## src/rtl/frame_gate_ctrl.sv

```systemverilog
// rtl/frame_gate_ctrl.sv - frame-granular gate for sensor video: passes or blocks whole frames
// and counts passed/dropped frames.
module frame_gate_ctrl #(
  parameter int SENSOR_DAT_WIDTH = 10,
  parameter int CHANNEL_NUM      = 4,
  parameter int REG_WD           = 32
) (
  input  logic                                  clk_pix,
  input  logic                                  reset_pix,
  input  logic                                  i_clk_en,
  input  logic                                  i_fval,
  input  logic                                  i_lval,
  input  logic [SENSOR_DAT_WIDTH*CHANNEL_NUM-1:0] iv_pix_data,
  input  logic                                  i_stream_enable,
  input  logic                                  i_acquisition_start,
  input  logic                                  i_encrypt_state,
  output logic                                  o_fval,
  output logic                                  o_lval,
  output logic [SENSOR_DAT_WIDTH*CHANNEL_NUM-1:0] ov_pix_data,
  output logic                                  o_full_frame_state,
  output logic [REG_WD-1:0]                     ov_frame_pass_cnt,
  output logic [REG_WD-1:0]                     ov_frame_drop_cnt
);

  localparam int DW = SENSOR_DAT_WIDTH * CHANNEL_NUM;

  localparam logic [1:0] IDLE     = 2'd0;
  localparam logic [1:0] WAIT_GAP = 2'd1;
  localparam logic [1:0] PASS     = 2'd2;
  localparam logic [1:0] BLOCK    = 2'd3;

  logic [1:0] state;
  logic [1:0] state_nxt;
  logic       fval_d;
  logic       gate_en;
  logic       fval_rise;
  logic       fval_fall;
  logic       pass_path;

  always_comb begin
    gate_en   = i_stream_enable & i_acquisition_start & i_encrypt_state;
    fval_rise = i_clk_en & i_fval & ~fval_d;
    fval_fall = i_clk_en & ~i_fval & fval_d;
  end

  // WAIT_GAP guarantees we only ever start on a rising edge seen after fval was low,
  // so a frame already in progress is never forwarded partially.
  always_comb begin
    state_nxt = state;
    case (state)
      WAIT_GAP: if (!i_fval) state_nxt = IDLE;
      IDLE: begin
        if (fval_rise)   state_nxt = gate_en ? PASS : BLOCK;
        else if (i_fval) state_nxt = WAIT_GAP;
      end
      PASS:     if (fval_fall) state_nxt = IDLE;
      BLOCK:    if (fval_fall) state_nxt = IDLE;
      default:  state_nxt = WAIT_GAP;
    endcase
  end

  // The rise cycle itself is forwarded so the output frame is the input delayed by one cycle.
  always_comb begin
    pass_path = (state == PASS) || ((state == IDLE) && fval_rise && gate_en);
  end

  always_ff @(posedge clk_pix or posedge reset_pix) begin
    if (reset_pix) begin
      state              <= WAIT_GAP;
      fval_d             <= 1'b0;
      o_fval             <= 1'b0;
      o_lval             <= 1'b0;
      ov_pix_data        <= '0;
      o_full_frame_state <= 1'b0;
      ov_frame_pass_cnt  <= '0;
      ov_frame_drop_cnt  <= '0;
    end else if (i_clk_en) begin
      fval_d             <= i_fval;
      state              <= state_nxt;
      o_full_frame_state <= (state_nxt == PASS);
      if (pass_path) begin
        o_fval      <= i_fval;
        o_lval      <= i_lval & i_fval;
        ov_pix_data <= iv_pix_data;
      end else begin
        o_fval      <= 1'b0;
        o_lval      <= 1'b0;
        ov_pix_data <= {DW{1'b0}};
      end
      if (fval_fall && (state == PASS))
        ov_frame_pass_cnt <= ov_frame_pass_cnt + REG_WD'(1);
      if (fval_fall && (state == BLOCK))
        ov_frame_drop_cnt <= ov_frame_drop_cnt + REG_WD'(1);
    end
  end

endmodule

```

## config.mk

```make
export PLATFORM = sky130hd
export DESIGN_NAME = frame_gate_ctrl
export DESIGN_NICKNAME = d
export VERILOG_FILES = /design/src/rtl/frame_gate_ctrl.sv
export SDC_FILE = /design/constraint.sdc
export NUM_CORES = 1
export LEC_CHECK = 0
export CORE_AREA = 4 4 103 105
export DETAILED_ROUTE_END_ITERATION = 7
export DIE_AREA = 0 0 107 109
export MAX_ROUTING_LAYER = met4
export PLACE_DENSITY = 0.86
export REMOVE_ABC_BUFFERS = 1
export SKIP_CTS_REPAIR_TIMING = 1
export SLEW_MARGIN = 20
export SYNTH_ARGS = -nofsm -noshare
export SYNTH_HDL_FRONTEND = slang
export SYNTH_SLANG_ARGS = --single-unit
```

## constraint.sdc

```tcl
create_clock -name clk_pix -period 7.8 [get_ports clk_pix]
set_input_delay 1.17 -clock clk_pix [delete_from_list [all_inputs] [get_ports clk_pix]]
set_output_delay 1.17 -clock clk_pix [all_outputs]
set_load 0.01 [all_outputs]
```

# == Yosys cells after proc, flatten, opt, wreduce, memory -nomap -nowiden ==
# Index checks and enable logic that the tools add are counted.
# W data, S select, Z words.
# word_totals
n_memories,0
mem_bits_ro,0
elab_cells,41
latchBits,0
out_inout_bits,107
ram_bits,0
regBits,110
inputBits,48
# op_classes
shift,0
multipliers,0
add_sub_neg,2
bitwise,9
n_reduce_logical,9
n_lt_le_gt_ge,0
eq_ne,4
muxes,9
n_div,0
# ops
operator,n
$add A32 B1 Y32 const B,2
$mux W40,1
$mux W2,4
$and A1 B1 Y1,7
$eq A2 B2 Y1 const B,3
$pmux W2 S3,1
$logic_and A1 B1 Y1,4
$reduce_and A2 Y1,2
$mux W1,3
$eq A2 B1 Y1 const B,1
$logic_not A2 Y1,1
$not A1 Y1,2
$reduce_or A2 Y1,1
$logic_or A1 B1 Y1,1

# == Depth between registers and ports, before layout ==
# depth
word_depth,6
depth_mapped,7
mapped_depth_nobuf,6

# == Least setup slack after synthesis ==
# No wires, ideal clock.
# synth_timing
kind,input-to-reg
from,input port i_fval
to,register ov_frame_drop_cnt[30]
arrival_ns,2.321
setup_time_ns,0.125
path_buffers,1
required_ns,7.675
cell_stages,6
setup_slack_ns,5.354
path_cell_list,and4b_1 -> buf_4 -> nand4_4 -> nor4_4 -> nand4_1 -> xnor2_1
# synth_between
elab_chain_len,5
# synth_lines
element,line_no,source
"start, declared",11,"input logic i_fval,"
$not A1 Y1,43,fval_fall = i_clk_en & ~i_fval & fval_d;
$and A1 B1 Y1 (2 in a row),43,
$logic_and A1 B1 Y1,92,if (fval_fall && (state == BLOCK))
$reduce_and A2 Y1 (no line),-,
"end signal, assigned",93,ov_frame_drop_cnt <= ov_frame_drop_cnt + REG_WD'(1);
"end, declared",22,output logic [REG_WD-1:0] ov_frame_drop_cnt
# No other way between the ends.
# A chain may end at the register's enable or synchronous reset.

# == Final worst setup path ==
# layout_timing
from,input port i_clk_en
to,register ov_frame_pass_cnt[25]
# layout_between
elab_chain_len,4
# layout_lines
element,line_no,source
"start, declared",10,"input logic i_clk_en,"
$and A1 B1 Y1 (2 in a row),43,
$logic_and A1 B1 Y1,90,if (fval_fall && (state == PASS))
$reduce_and A2 Y1 (no line) (*),-,
"end signal, assigned",91,ov_frame_pass_cnt <= ov_frame_pass_cnt + REG_WD'(1);
"end, declared",21,"output logic [REG_WD-1:0] ov_frame_pass_cnt,"
# Every way passes the cells marked *; elsewhere a longest branch is shown, timed or not.

==> run metrics <==
post-synthesis register bit count 110; synth unique cells 36; total grt overflow 0; vias in the first global route between 3k and 4k; largest family of logic cells by synthesized area simple AND/OR/NAND/NOR gates; CP Capture Point ov_frame_pass_cnt[25]; Syn Area/Cell around 11 µm²; ANT cells 0; Clock Latency Late Sink 0.37 ns; Max Clk Rate 0.3121 GHz; Initial Util 48.91%; clock share of power around 29%; crit path time final between 3 and 4 ns; Total Neg Setup Slack 0 ns; Cell Area, Synth about 0.0047 mm²; sequential fraction of design power 51.8%; Slew Viols, Final 0; Die Height 109 µm; DRC violations left 0; Synth Area in XOR/XNOR between 10 and 15%; initial DRC count 147; Switching Power 0.3634 mW; Worst EP required 8.06 ns; FF-to-FF setup slack 5.84 ns; die area 0.01166 mm²; grt met2 use 33.50%; most used routing layer met2; final hold vios 0; Int Pwr ~0.95 mW; initial antenna violation count 0; Synth Area in Compound Gates 4.883%; sw frac 27.62%; Synth Instances 448; Setup violations, final 0; RSZ-0062 raised after global routing false; Die Width about 110 µm; met3 usage 4.263%; Tcrit/Tclk final 41.08%; fin util 68.68%; Post-Synth Simple-Gate Area 18.95%; first-pass GRT wire length 18.61 mm; Worst Setup SP i_clk_en; YS warnings 0; Hold Path Class reg2reg; RD Place Congestion 0.8066; remaining antenna violation count 0; largest net degree at the start of global routing just over 70; CTS tree yes; GRT Util Overall 20.81%; skew final 0.01152 ns; core area slightly below 0.01 mm²; outcome complete, no violations; Slew Limit Headroom 43.07%; fraction of layout cells with a size suffix above 1 around 5.9%; Ports 155; Clock Pin Slew Worst Setup and Hold Paths 0.10 ns; multiplexer share of the synthesized area 1.194%; Setup crit end kind flop; CTS max path bufs 2; Post-Synth Adder-Cell Area 0.5308%; post-synth top area cell dfrtp_1; max-cap viol count 0; nets@finish roughly 650; GR Layer Usage met1 26.18%; worst r2r dst ov_frame_pass_cnt[25]; Via density 5.044; slew at the pin with the worst max-slew slack 0.8539 ns; CTS Sinks 110; total power around 1.3 mW; TritonRoute pass-1 iters 4; CP Max Fanout between 50 and 60; worst setup path category in2reg; worst r2r src fval_d; WL final 11.36 mm; fillcell total 766; Root Buffer clkbuf_8; sequential share of the synthesized area 58.41%; Leakage 2.890 nW; reg2reg path depth 5; WP data arrival 3.46 ns; CTS H-tree depth 3; combinational share of power 19.6%; pwr dens 198.7 mW/mm²; Wirelength per Cell 15.31 µm; cts bufs inserted 9; VDD IR max 0.1026 mV; top cell type's share of synthesized area 57.86%; # rows 36; total number of vias around 3.7k; Worst setup SP type input pin; Buffers on Ports 154; Final HPWL DP between 8 and 9 mm; Area Overhead vs Synth 40.42%; leading post-synthesis cells by cell area dfrtp_1 58%, xnor2_1 8.0%, nand2_1 5.8%
per-stage QoR:
stage / setup slack (ns) / hold slack [ns] / std cells / instance area, µm²
finish: 4.596 / 0.4792 / 742 / 6620
global route: 4.423 / 0.4920 / 742 / 6620
CTS: 4.632 / 0.4843 / 742 / 6620
detailed placement: 4.232 / 0.4686 / 726 / 6399
global placement: 4.325 / 0.4635 / 726 / 6399
floorplan: 3.729 / 0.5075 / 436 / 4663
cell families (layout without fill, tap and decap cells):
group                      count (synthesis)  in the layout
and+or+nand+nor                          168            168
DFF                                      110            110
xor gates and xnor gates                  62             62
buffers and inverters                     55            216
AOI/OAI and AO/OA                         46             46
muxes                                      5              5
adders and majority gates                  2              2
cell type report:
type	instances	area, µm²	share of cell area, %
Clock buffer	10	127.6	1.928
Clock inverter	6	93.84	1.418
Inverter	43	163.9	2.476
Multi-Input combinational cell	283	1750	26.44
Sequential cell	110	2754	41.60
Tap cell	133	166.4	2.514
Timing Repair Buffer	157	1564	23.63
power groups by stage:
| stage | combinational, mW | clock (mW) | sequential, mW |
|---|---|---|---|
| global placement | 0.253 | 0 | 0.690 |
| global route | 0.283 | 0.405 | 0.691 |
| detailed placement | 0.263 | 0 | 0.690 |
| CTS | 0.263 | 0.384 | 0.682 |
| finish | 0.258 | 0.376 | 0.681 |
| floorplan | 0.0777 | 0 | 0.704 |
synthesized netlist by cell type (all sizes together):
master  count
dfrtp     109
nand2      73
o21ai      44
inv        43
xnor2      43
nand3      22
nor2       21
xor2       19
nand4      15
and3       10
clkbuf      9
mux2        5
and4        4
nor3        4
nor4        4
and2        3
buf         3
nand2b      3
a21oi       2
and4b       2
ha          2
nand4b      2
nor3b       2
and4bb      1
dfstp       1
or2         1
or3         1
worst max-delay path: stages:
cell	delay, ns
clkdlybuf4s50_1	0.47
buf_4	0.40
and4b_1	0.46
nand4b_2	0.23
and4bb_1	0.41
nand4_1	0.16
xnor2_1	0.15
sequential cells by signal (all words and copies together), names as in the netlist:
register            flops
ov_pix_data            40
ov_frame_drop_cnt      32
ov_frame_pass_cnt      32
state                   2
fval_d                  1
o_full_frame_state      1
o_fval                  1
o_lval                  1
worst min-delay path by stage:
stage / from / end / slack (ns) / depth (start not counted)
final: ov_frame_drop_cnt[31] / ov_frame_drop_cnt[31] / 0.48 / 1
after global routing: ov_frame_drop_cnt[31] / ov_frame_drop_cnt[31] / 0.49 / 1
after floorplan: ov_frame_pass_cnt[31] / ov_frame_pass_cnt[31] / 0.51 / 1
after CTS: ov_frame_drop_cnt[31] / ov_frame_drop_cnt[31] / 0.48 / 1
after global placement: ov_frame_drop_cnt[31] / ov_frame_drop_cnt[31] / 0.46 / 1
after detailed placement: ov_frame_drop_cnt[31] / ov_frame_drop_cnt[31] / 0.47 / 1
layer usage:
layer | part of all wire [%] | wire (µm) | vias up
met1 | 43 | 4872 | 1811
li1 | - | - | 1764
met2 | 48 | 5400 | 149
met4 | 2.0 | 232 | 0
met5 | 0 | 0 | -
met3 | 7.5 | 857 | 19
layout by cell type, fill, tap and decap left out, drive strengths merged, types with 3 or more instances in the layout:
master and count:
nor3 4, xor2 19, and2 3, xnor2 43, buf 3, nand2b 3, dfrtp 109, clkdlybuf4s50 154
nand2 73, nand4 15, inv 44, clkbuf 10, nor2 21, nor4 4, and3 10, mux2 5
o21ai 44, nand3 22, and4 4
No activity file was read; power rests on OpenSTA's default activity.
